$ cat config.mk
export PLATFORM = sky130hd
export DESIGN_NAME = router_fifo_flat
export DESIGN_NICKNAME = d
export VERILOG_FILES = /design/src/rtl/router_pkg.sv /design/src/rtl/router_fifo_if.sv /design/src/rtl/router_fifo_mem.sv /design/src/rtl/router_fifo.sv /design/src/flat_wrapper.sv
export SDC_FILE = /design/constraint.sdc
export NUM_CORES = 1
export LEC_CHECK = 0
export ABC_AREA = 1
export BUFFER_PORTS_ARGS = -buffer_cell sky130_fd_sc_hd__clkbuf_2
export CELL_PAD_IN_SITES_DETAIL_PLACEMENT = 1
export CELL_PAD_IN_SITES_GLOBAL_PLACEMENT = 1
export CORE_UTILIZATION = 45
export CTS_CLUSTER_SIZE = 12
export DETAILED_ROUTE_END_ITERATION = 12
export HOLD_SLACK_MARGIN = 0.02
export MAX_ROUTING_LAYER = met4
export PLACE_DENSITY = 0.73
export SLEW_MARGIN = 15
export SYNTH_ARGS = -nofsm -noshare
export SYNTH_HDL_FRONTEND = slang
export SYNTH_SLANG_ARGS = --single-unit
$ cat constraint.sdc
create_clock -name clock -period 2.5 [get_ports clock]
set_input_delay 0.25 -clock clock [delete_from_list [all_inputs] [get_ports clock]]
set_output_delay 0.25 -clock clock [all_outputs]
set_load 0.05 [all_outputs]
$ cat src/rtl/router_pkg.sv
// Shared router types and constants.
// Header byte layout: ADDR in [1:0], LEN in [7:2].
package router_pkg;

  localparam int DATA_W     = 8;
  localparam int ADDR_LSB   = 0;
  localparam int ADDR_MSB   = 1;
  localparam int LEN_LSB    = 2;
  localparam int LEN_MSB    = 7;
  localparam int LEN_W      = LEN_MSB - LEN_LSB + 1;
  localparam int CNT_W      = LEN_W + 1;
  localparam int FIFO_DEPTH = 16;

  typedef struct packed {
    logic              hdr;
    logic [DATA_W-1:0] data;
  } fifo_entry_t;

  function automatic logic [LEN_W-1:0] hdr_len(
    input logic [DATA_W-1:0] b
  );
    return b[LEN_MSB:LEN_LSB];
  endfunction

endpackage

$ cat src/rtl/router_fifo_if.sv
// Router FIFO port bundle.
// master drives requests, slave is the FIFO.
interface router_fifo_if;
  import router_pkg::*;

  logic              write_enb;
  logic              read_enb;
  logic              lfd_state;
  logic [DATA_W-1:0] data_in;
  logic [DATA_W-1:0] data_out;
  logic              full;
  logic              empty;

  modport master (
    output write_enb, read_enb, lfd_state, data_in,
    input  data_out, full, empty
  );

  modport slave (
    input  write_enb, read_enb, lfd_state, data_in,
    output data_out, full, empty
  );

endinterface

$ cat src/rtl/router_fifo_mem.sv
// Router FIFO storage: DEPTH x 9 register array.
// Sync write, async read, no reset on contents.
module router_fifo_mem
  import router_pkg::*;
#(
  parameter int DEPTH = FIFO_DEPTH,
  parameter int AW    = $clog2(DEPTH)
) (
  input  logic        clock,
  input  logic        wr_en,
  input  logic [AW-1:0] wr_addr,
  input  fifo_entry_t wr_data,
  input  logic [AW-1:0] rd_addr,
  output fifo_entry_t rd_data
);

  fifo_entry_t mem [DEPTH];

  // store accepted entry at the write slot
  always_ff @(posedge clock) begin
    if (wr_en) mem[wr_addr] <= wr_data;
  end

  assign rd_data = mem[rd_addr];

endmodule

$ cat src/rtl/router_fifo.sv
// Router output FIFO with packet-length counter.
// Optional occupancy port: ROUTER_FIFO_COUNT_EN.
module router_fifo
  import router_pkg::*;
#(
  parameter int DEPTH = FIFO_DEPTH
) (
  input  logic clock,
  input  logic reset,
  input  logic soft_reset,
  router_fifo_if.slave bus
`ifdef ROUTER_FIFO_COUNT_EN
  ,
  output logic [$clog2(DEPTH):0] fifo_count
`endif
);

  localparam int AW = $clog2(DEPTH);

  logic [AW:0]        wr_ptr;
  logic [AW:0]        rd_ptr;
  logic [CNT_W-1:0]   cnt;
  logic [DATA_W-1:0]  dout;
  logic               full_i;
  logic               empty_i;
  logic               wr_acc;
  logic               rd_acc;
  fifo_entry_t        wr_entry;
  fifo_entry_t        rd_entry;

  assign full_i  = (wr_ptr[AW] != rd_ptr[AW]) &&
                   (wr_ptr[AW-1:0] == rd_ptr[AW-1:0]);
  assign empty_i = (wr_ptr == rd_ptr);
  assign wr_acc  = bus.write_enb & ~full_i;
  assign rd_acc  = bus.read_enb & ~empty_i;

  assign wr_entry.hdr  = bus.lfd_state;
  assign wr_entry.data = bus.data_in;

  assign bus.full     = full_i;
  assign bus.empty    = empty_i;
  assign bus.data_out = dout;

  router_fifo_mem #(.DEPTH(DEPTH), .AW(AW)) u_mem (
    .clock   (clock),
    .wr_en   (wr_acc & ~soft_reset),
    .wr_addr (wr_ptr[AW-1:0]),
    .wr_data (wr_entry),
    .rd_addr (rd_ptr[AW-1:0]),
    .rd_data (rd_entry)
  );

  // advance pointers on accepted transfers
  always_ff @(posedge clock or posedge reset) begin
    if (reset) begin
      wr_ptr <= '0;
      rd_ptr <= '0;
    end else if (soft_reset) begin
      wr_ptr <= '0;
      rd_ptr <= '0;
    end else begin
      if (wr_acc) wr_ptr <= wr_ptr + (AW+1)'(1);
      if (rd_acc) rd_ptr <= rd_ptr + (AW+1)'(1);
    end
  end

  // read data and packet countdown; bus idles low between packets
  always_ff @(posedge clock or posedge reset) begin
    if (reset) begin
      cnt  <= '0;
      dout <= '0;
    end else if (soft_reset) begin
      cnt  <= '0;
      dout <= '0;
    end else if (rd_acc) begin
      dout <= rd_entry.data;
      if (rd_entry.hdr)
        cnt <= CNT_W'(hdr_len(rd_entry.data)) + CNT_W'(1);
      else if (cnt != '0)
        cnt <= cnt - CNT_W'(1);
    end else if (cnt == '0) begin
      dout <= '0;
    end
  end

`ifdef ROUTER_FIFO_COUNT_EN
  // registered occupancy
  always_ff @(posedge clock or posedge reset) begin
    if (reset) begin
      fifo_count <= '0;
    end else if (soft_reset) begin
      fifo_count <= '0;
    end else begin
      unique case (1'b1)
        (wr_acc & ~rd_acc): fifo_count <= fifo_count + (AW+1)'(1);
        (rd_acc & ~wr_acc): fifo_count <= fifo_count - (AW+1)'(1);
        default:            fifo_count <= fifo_count;
      endcase
    end
  end
`endif

endmodule

$ cat src/flat_wrapper.sv
// flat-port wrapper written by rule: the top's interface ports become plain ports
module router_fifo_flat import router_pkg::*;
#(
  parameter int DEPTH = FIFO_DEPTH
)
  (clock, reset, soft_reset, bus_write_enb, bus_read_enb, bus_lfd_state, bus_data_in, bus_data_out, bus_full, bus_empty);
  router_fifo_if bus_i ();
  input  logic clock;
  input  logic reset;
  input  logic soft_reset;
  input wire logic [$bits(bus_i.write_enb)-1:0] bus_write_enb;
  input wire logic [$bits(bus_i.read_enb)-1:0] bus_read_enb;
  input wire logic [$bits(bus_i.lfd_state)-1:0] bus_lfd_state;
  input wire logic [$bits(bus_i.data_in)-1:0] bus_data_in;
  output wire logic [$bits(bus_i.data_out)-1:0] bus_data_out;
  output wire logic [$bits(bus_i.full)-1:0] bus_full;
  output wire logic [$bits(bus_i.empty)-1:0] bus_empty;
  assign bus_i.write_enb = bus_write_enb;
  assign bus_i.read_enb = bus_read_enb;
  assign bus_i.lfd_state = bus_lfd_state;
  assign bus_i.data_in = bus_data_in;
  assign bus_data_out = bus_i.data_out;
  assign bus_full = bus_i.full;
  assign bus_empty = bus_i.empty;
  router_fifo #(.DEPTH(DEPTH)) u_core (.clock(clock), .reset(reset), .soft_reset(soft_reset), .bus(bus_i));
endmodule
# ---- Word-level counts from Yosys, hierarchy flattened
# Memories as Yosys holds them, arrays and structs flattened.
# Index checks and enable logic that the tools add are counted.
# W data, S select, Z words.
dict set report classes {
  add_sub_neg 4
  n_eq_ne 3
  n_reduce_logical 8
  n_bitwise 6
  n_mux 13
}
# op n
set op_table {}
lappend op_table {{$mux W7} 4}
lappend op_table {{$mux W8} 3}
lappend op_table {{$mux W5} 4}
lappend op_table {{$add A5 B1 Y5 const B} 2}
lappend op_table {{$add A6 B1 Y7 const B} 1}
lappend op_table {{$logic_not A7 Y1} 1}
lappend op_table {{$reduce_bool A7 Y1} 1}
lappend op_table {{$sub A7 B1 Y7 const B} 1}
lappend op_table {{$reduce_bool A3 Y1} 2}
lappend op_table {{$eq A5 B5 Y1} 1}
lappend op_table {{$eq A4 B4 Y1} 1}
lappend op_table {{$reduce_bool A2 Y1} 2}
lappend op_table {{$and A1 B1 Y1} 3}
lappend op_table {{$not A1 Y1} 3}
lappend op_table {{$mux W1} 2}
lappend op_table {{$reduce_and A2 Y1} 1}
lappend op_table {{$logic_and A1 B1 Y1} 1}
lappend op_table {{$ne A1 B1 Y1} 1}
dict set report totals {
  mem_count 1
  regBits 25
  ram_bits 144
}
# memory words word_bits rd rd_clocked_by_memory_dff wr line_no
set memory_table {}
lappend memory_table {u_core.u_mem.mem 16 9 1 0 1 router_fifo_mem.sv:17} ;# fifo_entry_t mem [DEPTH];

# ---- Logic depth before layout (Yosys ltp)
# Gate-level depths: netlist of run 1.
dict set report logic_depth {
  depth_word 7
  mapped_depth 19
  ltp_nobuf 17
}

# ---- Modules after synthesis
# Synthesis of run 1 repeated with hierarchy kept, for this count alone.
dict set report hier_totals {
  hier_cells 825
  area_unflattened_um2 7900.1
}
# mod n_inst seq_area_each_um2 cells_each area_per_inst_um2
set by_module_without_submodules {}
lappend by_module_without_submodules {router_fifo_mem 1 4324.1 606 6322.3}
lappend by_module_without_submodules {router_fifo 1 625.6 219 1577.8}

# ---- Least setup slack after synthesis of run 1
# Ideal clock, no wire load.
dict set report synth_timing {
  path_kind {register to register}
  startpoint {reg u_core.rd_ptr[1]}
  endpoint {mem u_core.u_mem.mem[7][0] (netlist name), enable pin}
  setup_ps 387
  required_ps 2113
  arrival_ps 1788
  path_stages_with_launch 10
  n_path_buf 1
  path_slack_ps 325
  cell_sequence {dfrtp_1 buf_4 xor2_1 nor2_1 nand2_1 or2_1 nand2_1 inv_2 nand2_1 nor3_1}
}
dict set report synth_between {
  elab_chain_len 7
}
# element line_no
set synth_lines {}
lappend synth_lines {{start, declared} router_fifo.sv:21} ;# logic [AW:0] rd_ptr;
lappend synth_lines {{start signal, assigned} router_fifo.sv:63} ;# if (rd_acc) rd_ptr <= rd_ptr + (AW+1)'(1);
lappend synth_lines {{$eq A4 B4 Y1} router_fifo.sv:32} ;# (wr_ptr[AW-1:0] == rd_ptr[AW-1:0]);
lappend synth_lines {{$logic_and A1 B1 Y1} router_fifo.sv:31} ;# assign full_i = (wr_ptr[AW] != rd_ptr[AW]) &&
lappend synth_lines {{$not A1 Y1} router_fifo.sv:34} ;# assign wr_acc = bus.write_enb & ~full_i;
lappend synth_lines {{$and A1 B1 Y1} router_fifo.sv:34}
lappend synth_lines {{$and A1 B1 Y1} router_fifo.sv:46} ;# .wr_en (wr_acc & ~soft_reset),
lappend synth_lines {{$mux W1} router_fifo_mem.sv:21} ;# if (wr_en) mem[wr_addr] <= wr_data;
lappend synth_lines {{$mux W1 (implied by the code)} router_fifo_mem.sv:21}
lappend synth_lines {{end, declared} router_fifo_mem.sv:17}
# Every way passes these cells.

# ---- Worst setup path after layout of run 1
dict set report layout_timing {
  startpoint {reg u_core.rd_ptr[2]}
  endpoint {mem u_core.u_mem.mem[2][6] (netlist name), enable pin}
}
# Same word-level chain as after synthesis.

==> flow_summary_export.csv, run 1 <==
group,metric,value,unit
final_layout,multiInputGateArea,2120,um^2
logic_synthesis,synth_warnings,0,
worst_setup_path,r2r-start,"u_core.rd_ptr[2]",
worst_hold_path,hold_path.class,"input pin to flip-flop",
global_route,grt_max_degree,41,
route,remaining_drc_errors,0,
floorplan,core,16500,um^2
pwr,intPower,4.88,mW
pwr,p_leak,3.61,nW
logic_synthesis,avgSynthCellArea,10.3,um^2
clock_network,clk_latency,0.42,ns
floorplan,die-width,132,um
route,first_iter_violations,415,
final_layout,mostFrequentLayoutCells,"nand2_1, edfxtp_1, nor2_1, inv_1, nand3_1",
clock_network,clock-sinks,169,
pwr,pwr-share-seq,0.464,
global_route,grt_usage,0.253,
worst_setup_path,critPathLaunch,"u_core.rd_ptr[2]",
clock_network,cts_tree,"built",
route,vias,5370,
sta,finalMaxSlewViolations,0,
pwr,swShare,0.291,
global_route,grt_remaining_overflow,0,
logic_synthesis,seq_area_frac_synth,0.652,
outcome,status,"completed",
place,gp_congestion,0.860,
clock_network,clockBufferDepth,2,
floorplan,io_pins,24,
global_route,grt_first_pass_wirelength,31.7,mm
sta,max_freq,0.423,GHz
worst_setup_path,cp_common_cell,"nand2_1",
sta,fin_crit_sh,0.946,
clock_network,path_clk_slew,0.06,ns
final_layout,final_layout_size_suffix_gt1_frac,0.135,
sta,setup_viol,0,
logic_synthesis,synthCells,735,
logic_synthesis,synth_cell_type_count,42,
clock_network,cts_setup_buffers,0,
floorplan,start_util,0.460,
clock_network,numCtsBuffers,17,
final_layout,n_antenna_cell,0,
floorplan,die_y,132,um
route,antenna_left,0,
clock_network,clock-root-buffer,"clkbuf_16",
worst_setup_path,end_kind,"flip-flop",
final_layout,fin_util,0.521,
pwr,vdd_drop_max,0.490,mV
final_layout,fillers,1820,
worst_setup_path,start_kind,"flip-flop",
final_layout,nets,807,
logic_synthesis,syn-cell-area,7600,um^2
place,pre_cts_slack,0.0724,ns
sta,worst_slew_margin_rel,0.705,
final_layout,layout.cells.non_filler,1018,
sta,final.setup.tns,0,ns
route,routed_via_density,5.28,
clock_network,htreeDepth,4,
place,io_buffers,23,
pwr,combPwrFrac,0.187,
final_layout,ff_latch_area,4950,um^2
route,dr.pass1.iters,4,
global_route,grt_pass1_vias,5744,
worst_setup_path,crit_type,"flip-flop to flip-flop",
sta,hold_violations,0,
worst_setup_path,required,2.62,ns
place,dp_hpwl,13.8,mm
sta,fin_ws,0.135,ns
place,placed_cells,985,
pwr,power_density,799,nW/um^2
floorplan,rows,47,
worst_setup_path,crit_arrival,2.49,ns
sta,clock_skew,0.00960,ns
sta,rsz0062_at_grt,"false",
worst_setup_path,cp_cell_sequence,"xor2_1 > nor2_1 > nand2_1 > or2_1 > nand2_1 > nor2_2 > nand2_1 > nor2_1 > buf_4",
route,wire_per_inst,19.7,um
route,wl,20.0,mm
logic_synthesis,syn_nets,757,
final_layout,final_common_cell,"nand2_1",
pwr,p_clk_frac,0.349,
worst_hold_path,hold_start,"bus_read_enb",
worst_setup_path,crit_path_top_delay_cell,"dfrtp_1",
floorplan,dieArea,17400,um^2
worst_setup_path,cpPeakStageDelay,0.56,ns
sta,tightest_slew,0.443,ns
final_layout,syn_to_final_growth,13.3,%
job,max-cap-violations,0,
worst_setup_path,cp_max_fo,8,
logic_synthesis,synth-seq-cells,169,
sta,fin_crit,2.36,ns
pwr,p_switching,2.01,mW
global_route,antenna_found_initial,0,
sta,holdWs,0.276,ns
==> critical path, delay by kind of cell (launching register included) <==
kind | cells | cell delay [ns]
xor gates and xnor gates | 1 | 0.18
and+or+nand+nor | 7 | 1.08
buffers and inverters | 1 | 0.24
DFF | 1 | 0.56
==> layout make-up <==
cell class                 instances  area share
timing repair buffer              61      0.0501
sequential                       169       0.575
multi-input combinational        456       0.246
clock inverter                     8     0.00552
tap                              220      0.0320
inverter                          80      0.0352
clock buffer                      24      0.0561
==> flip-flops by register name, summed over array words and instances (netlist names) <==
signal	count
u_core.cnt	7
u_core.wr_ptr	5
u_core.bus.data_out	8
u_core.rd_ptr	5
u_core.u_mem.mem	144
==> final timing paths <==
check,to,slack [ns],depth (start not counted)
setup / recovery,u_core.u_mem.mem[2][6],0.14,9
hold / removal,u_core.rd_ptr[3],0.28,4
setup reg to reg,u_core.u_mem.mem[2][6],0.14,9
hold reg to reg,u_core.bus.data_out[2],0.52,2
max in group asynchronous,u_core.rd_ptr[0],1.81,4
min in group asynchronous,u_core.bus.data_out[4],0.42,4
==> cells in the mapped netlist (all sizes together) <==
master	instances	area share
a21oi	20	0.015
a221oi	1	0.0012
a22oi	2	0.0020
a32o	3	0.0040
a32oi	1	0.0012
buf	29	0.029
clkbuf	1	0.00049
clkinv	1	0.00049
dfrtp	25	0.082
edfxtp	144	0.57
ha	8	0.013
inv	79	0.039
nand2	213	0.11
nand3	60	0.040
nand3b	1	0.0026
nor2	75	0.039
nor3	7	0.0046
nor3b	1	0.0016
o2111ai	1	0.0012
o211ai	2	0.0020
o21a	1	0.00099
o21ai	46	0.030
o21bai	1	0.00099
o22ai	2	0.0016
o311ai	1	0.0012
o31ai	1	0.00099
or2	2	0.0016
or3b	1	0.0012
xnor2	1	0.0012
xor2	5	0.0058
==> repair_timing <==
action                                 CTS  global route
hold buffers                             1             0
endpoints found under the hold margin   25             0
resized for setup                        0             2
setup endpoints to repair                0            43
==> power by group through the flow <==
stage	combinational [mW]	clock (mW)	sequential (mW)
2_1_floorplan	0.925	0	3.29
3_3_place_gp	1.24	0	3.25
3_5_place_dp	1.29	0	3.25
4_1_cts	1.30	2.43	3.19
5_1_grt	1.44	2.53	3.20
6_report	1.29	2.40	3.19
==> cells by family (layout without fill, tap and decap cells) <==
group	after synthesis	in the layout	synth area share
xor+xnor	6	6	0.00692
fa+ha+maj	8	8	0.0132
buf+inv	110	173	0.0698
simple gates	360	360	0.196
compound gates	82	82	0.0621
flops	169	169	0.652
==> through the flow <==
step           area (um^2)  power, mW
2_1_floorplan         7600       4.22
5_1_grt               8610       7.17
4_1_cts               8600       6.92
3_3_place_gp          8060       4.49
3_5_place_dp          8060       4.54
6_report              8610       6.88
==> routing by layer <==
metal,wire length (um),part of all wire,global-route usage,vias up
li1,-,-,-,2540
met1,8960,0.45,0.315,2717
met2,10100,0.50,0.423,84
met3,531,0.026,0.0338,29
met4,476,0.024,0.0930,0
met5,0,0,-,-
(Power assumes the default switching activity.)
==> run 2: changes to the inputs <==
--- a/config.mk
+++ b/config.mk
@@ -12,6 +12,7 @@
 export CORE_UTILIZATION = 45
 export CTS_CLUSTER_SIZE = 12
 export DETAILED_ROUTE_END_ITERATION = 12
+export GPL_TIMING_DRIVEN = 0
 export HOLD_SLACK_MARGIN = 0.02
 export MAX_ROUTING_LAYER = met4
 export PLACE_DENSITY = 0.73
==> flow_summary_export.csv, run 2 (same netlist as run 1, synthesis figures left out) <==
group,metric,value,unit
sta,final.setup.tns,-0.542,ns
clock_network,holdBufCountCts,0,
floorplan,io_pins,24,
final_layout,syn_to_final_growth,17.1,%
sta,setup_viol,29,
sta,rsz0062_at_grt,"true",
global_route,grt_usage,0.261,
pwr,vdd_drop_max,0.523,mV
outcome,violations,"negative setup slack",
route,wl_met1,9.17,mm
floorplan,rows,47,
route,vias,5543,
route,routed_via_density,5.41,
floorplan,core,16500,um^2
final_layout,multiInputGateArea,2250,um^2
worst_setup_path,end_kind,"flip-flop",
final_layout,largest_register_ffs,144,
sta,worst_slew_margin_rel,0.317,
route,first_iter_violations,595,
clock_network,clock-sinks,169,
route,remaining_drc_errors,0,
floorplan,die-width,132,um
place,dp_hpwl,14.1,mm
sta,tightest_slew,1.02,ns
clock_network,htreeDepth,4,
worst_setup_path,crit_arrival,2.67,ns
sta,max_freq,0.395,GHz
final_layout,final_common_cell,"nand2_1",
clock_network,clock-root-buffer,"clkbuf_16",
worst_hold_path,hold_path.class,"input pin to asynchronous set/reset pin",
clock_network,clk_latency,0.43,ns
worst_setup_path,required,2.64,ns
place,io_buffers,23,
floorplan,die_y,132,um
route,highest_layer,"met4",
global_route,grt_first_pass_wirelength,32.5,mm
final_layout,fillers,1809,
route,dr_wl_met3,1.05,mm
route,dr.pass1.iters,5,
route,wire_per_inst,21.2,um
global_route,grt_pass1_vias,5773,
clock_network,cts_tree,"built",
route,wl,21.8,mm
global_route,antenna_found_initial,0,
global_route,grt_max_degree,26,
route,antenna_left,0,
worst_setup_path,start_kind,"flip-flop",
final_layout,ff_latch_area,4950,um^2
clock_network,numCtsBuffers,17,
pwr,power_density,785,nW/um^2
worst_setup_path,reg2reg_slack,-0.03,ns
final_layout,final_layout_size_suffix_gt1_frac,0.165,
sta,finalMaxSlewViolations,0,
final_layout,mostFrequentLayoutCells,"nand2_1, edfxtp_1, inv_1, nor2_1, nand3_1",
global_route,grt_remaining_overflow,0,
place,placed_area,8030,um^2
sta,fin_crit,2.53,ns
worst_setup_path,crit_type,"flip-flop to flip-flop",
sta,fin_crit_sh,1.01,
pwr,p_leak,3.64,nW
sta,fin_ws,-0.0339,ns
outcome,status,"finished with violations",
sta,hold_violations,0,
final_layout,final_area,8900,um^2
final_layout,nets,814,
floorplan,dieArea,17400,um^2
route,wl_met2,11.0,mm
clock_network,path_clk_slew,0.06,ns
sta,clock_skew,0.00742,ns
final_layout,largest-register,"u_core.u_mem.mem",
clock_network,clockBufferDepth,2,
job,max-cap-violations,0,
place,gp_congestion,0.844,
sta,holdWs,0.0416,ns
floorplan,start_util,0.460,
worst_setup_path,cp_max_fo,8,
final_layout,n_antenna_cell,0,
==> run 2: cell types whose count changed in the layout (fill, tap and decap cells not counted), moves of 6 or more <==
cell	previous run	this run
buf_4	34	13
nor2_4	1	14
nor2_1	71	59
buf_12	2	11
buf_6	1	10
buf_2	0	7
clkinvlp_4	1	7
==> run 2: worst paths after layout <==
kind | from | endpoint | cells after the start
setup / recovery | u_core.rd_ptr[0] | u_core.u_mem.mem[12][6] | 10
min in group clock | bus_data_in[3] | u_core.u_mem.mem[6][3] | 1
max in group asynchronous | reset | u_core.bus.data_out[6] | 2
setup reg to reg | u_core.rd_ptr[0] | u_core.u_mem.mem[12][6] | 10
hold reg to reg | u_core.cnt[0] | u_core.cnt[0] | 2
hold / removal | reset | u_core.bus.data_out[0] | 2
==> run 2: cell type report <==
cell class	count	area share
plain buffers	29	0.0257
flip-flops and latches	169	0.556
clock buffers	24	0.0519
inverters	80	0.0349
clock inverters	8	0.00577
well taps	220	0.0309
multi-input cells	456	0.253
repair buffers	39	0.0419
==> run 2: worst max-delay path, stage by stage, from the launching register on <==
cell,delay (ns)
dfrtp_1,0.36
buf_4,0.21
xor2_1,0.20
nor2_1,0.10
nand2_1,0.06
or2_1,0.12
nand2_1,0.14
nor2_1,0.27
nand2_1,0.36
nor2_4,0.25
buf_12,0.16
==> run 2: per-layer routing <==
layer,GRT usage,vias up
met5,-,-
met4,0.101,0
met3,0.0377,43
met2,0.435,180
met1,0.321,2759
li1,-,2561
==> run 2: repair_timing <==
action | 4_1_cts | 5_1_grt
endpoints found under the setup margin | 120 | 111
pin swaps | 0 | 12
gates resized for setup | 23 | 14
setup buffers | 0 | 13
==> run 2: power breakdown <==
group | switching (mW) | leakage, nW | internal, mW
clock | 1.06 | 0.234 | 1.29
sequential | 0.0523 | 1.64 | 3.13
combinational | 0.984 | 1.76 | 0.467
total | 2.10 | 3.64 | 4.89
==> run 2: metrics by stage <==
| step | cells | total power, mW | setup slack [ns] | utilization |
|---|---|---|---|---|
| detailed placement | 981 | 4.64 | -0.494 | 0.486 |
| floorplan | 735 | 4.22 | 0.325 | - |
| global route | 1025 | 7.23 | -0.150 | 0.538 |
| global placement | 978 | 4.58 | -0.506 | 0.483 |
| CTS | 1013 | 6.95 | -0.163 | 0.521 |
| finish | 1025 | 6.99 | -0.0339 | 0.538 |
==> run 3: changes to the inputs <==
--- a/config.mk
+++ b/config.mk
@@ -14,7 +14,6 @@
 export DETAILED_ROUTE_END_ITERATION = 12
 export GPL_TIMING_DRIVEN = 0
 export HOLD_SLACK_MARGIN = 0.02
-export MAX_ROUTING_LAYER = met4
 export PLACE_DENSITY = 0.73
 export SLEW_MARGIN = 15
 export SYNTH_ARGS = -nofsm -noshare
==> flow_summary_export.csv, run 3 (same netlist as run 1, synthesis figures left out) <==
group,metric,value,unit
outcome,status,"finished with violations",
outcome,violations,"negative setup slack",
clock_network,numCtsBuffers,17,
worst_setup_path,critical-path-top-delay-family,"simple AND/OR/NAND/NOR gates",
route,wl,21.7,mm
sta,max_freq,0.396,GHz
worst_setup_path,start_kind,"flip-flop",
pwr,p_leak,3.64,nW
sta,fin_crit,2.53,ns
global_route,grt_pass1_vias,5773,
final_layout,largest_register_ffs,144,
floorplan,rows,47,
final_layout,n_antenna_cell,0,
place,gp_congestion,0.831,
sta,hold_violations,0,
worst_hold_path,hold_path.class,"input pin to asynchronous set/reset pin",
sta,setup_viol,17,
clock_network,clock-sinks,169,
sta,worst_slew_margin_rel,0.308,
job,max-cap-violations,0,
route,vias,5524,
sta,rsz0062_at_grt,"true",
place,io_buffers,23,
final_layout,mostFrequentLayoutCells,"nand2_1, edfxtp_1, inv_1, nor2_1, nand3_1",
pwr,total_power,6.98,mW
route,remaining_drc_errors,0,
final_layout,final_layout_size_suffix_gt1_frac,0.165,
route,routed_via_density,5.39,
clock_network,clk_latency,0.43,ns
clock_network,clockBufferDepth,2,
final_layout,final_area,8900,um^2
final_layout,syn_to_final_growth,17.1,%
sta,fin_ws,-0.0262,ns
sta,clock_skew,0.00666,ns
floorplan,start_util,0.460,
final_layout,final_common_cell,"nand2_1",
final_layout,fin_util,0.538,
route,wire_per_inst,21.2,um
global_route,grt_usage,0.253,
global_route,grt_max_degree,26,
floorplan,die_y,132,um
sta,finalMaxSlewViolations,0,
worst_setup_path,cp_max_fo,8,
worst_setup_path,cpPeakStageDelay,0.36,ns
pwr,power_density,784,nW/um^2
worst_setup_path,crit_type,"flip-flop to flip-flop",
worst_setup_path,crit_buf_inv,2,
pwr,vdd_drop_max,0.527,mV
global_route,antenna_found_initial,0,
floorplan,die-width,132,um
route,first_iter_violations,511,
sta,tightest_slew,1.04,ns
clock_network,path_clk_slew,0.06,ns
sta,fin_crit_sh,1.01,
place,placed_cells,981,
route,dr.pass1.iters,7,
place,dp_hpwl,14.1,mm
worst_setup_path,required,2.64,ns
worst_setup_path,cp_cell_sequence,"buf_2 > xor2_1 > nor2_1 > nand2_1 > or2_1 > nand2_1 > nor2_1 > nand2_1 > nor2_4 > buf_12",
final_layout,layout.cells.non_filler,1025,
clock_network,cts_tree,"built",
floorplan,core,16500,um^2
floorplan,dieArea,17400,um^2
clock_network,htreeDepth,4,
worst_setup_path,cp_common_cell,"nand2_1",
final_layout,nets,814,
worst_setup_path,end_kind,"flip-flop",
route,antenna_left,0,
clock_network,clock-root-buffer,"clkbuf_16",
worst_setup_path,crit_path_top_delay_cell,"nand2_1",
worst_setup_path,crit_arrival,2.67,ns
global_route,grt_remaining_overflow,0,
final_layout,largest-register,"u_core.u_mem.mem",
floorplan,io_pins,24,
global_route,grt_first_pass_wirelength,32.5,mm
place,placed_area,8030,um^2
==> run 3: through the flow <==
stage | hold slack [ns] | setup WS (ns) | TNS [ns]
after global placement | 0.478 | -0.506 | -38.80
after CTS | 0.0890 | -0.163 | -5.70
after floorplan | 0.277 | 0.325 | 0
final | 0.0481 | -0.0262 | -0.338
after global routing | 0.138 | -0.160 | -11.97
after detailed placement | 0.483 | -0.494 | -41.67
==> run 3: path summary, 6_finish.rpt <==
kind                                            to             start  slack, ns  depth (start not counted)
max reg2reg                u_core.u_mem.mem[12][6]  u_core.rd_ptr[2]      -0.03                         10
min in group clock          u_core.u_mem.mem[6][3]    bus_data_in[3]       0.26                          1
max in group asynchronous   u_core.bus.data_out[6]             reset       1.82                          2
min reg2reg                          u_core.cnt[0]     u_core.cnt[0]       0.49                          2
min                         u_core.bus.data_out[7]             reset       0.05                          2
max                        u_core.u_mem.mem[12][6]  u_core.rd_ptr[2]      -0.03                         10
==> run 3: worst register-to-register path, stage by stage, from the launching register on <==
cell,delay [ns]
dfrtp_1,0.32
buf_2,0.25
xor2_1,0.20
nor2_1,0.10
nand2_1,0.06
or2_1,0.12
nand2_1,0.14
nor2_1,0.27
nand2_1,0.36
nor2_4,0.26
buf_12,0.16
==> run 3: layout make-up <==
type	instances	area, um^2
repair buffers	39	373
clock inverters	8	51.3
flip-flops and latches	169	4950
clock buffers	24	462
plain buffers	29	229
multi-input cells	456	2250
inverters	80	310
fillers	1809	7630
well taps	220	275
==> run 3: layer usage <==
layer  routed length [um]  part of all wire  vias up  GRT usage
li1                     -                 -     2560          -
met1                 9200              0.42     2759      0.321
met2                11000              0.51      158      0.435
met3                  935             0.043       47     0.0396
met4                  553             0.025        0     0.0995
met5                    0                 0        -          0
==> run 3: what timing repair did <==
item	in CTS	in global routing
hold buffers	0	0
gates resized for setup	23	14
setup buffers	0	13
endpoints found under the setup margin	120	111
pin swaps	0	12
endpoints found under the hold margin	0	0
==> run 3: power by group <==
| part | total, mW | leakage, nW | internal [mW] | switching [mW] |
|---|---|---|---|---|
| Sequential | 3.18 | 1.64 | 3.13 | 0.0520 |
| Combinational | 1.45 | 1.76 | 0.467 | 0.982 |
| Clock | 2.35 | 0.234 | 1.29 | 1.06 |
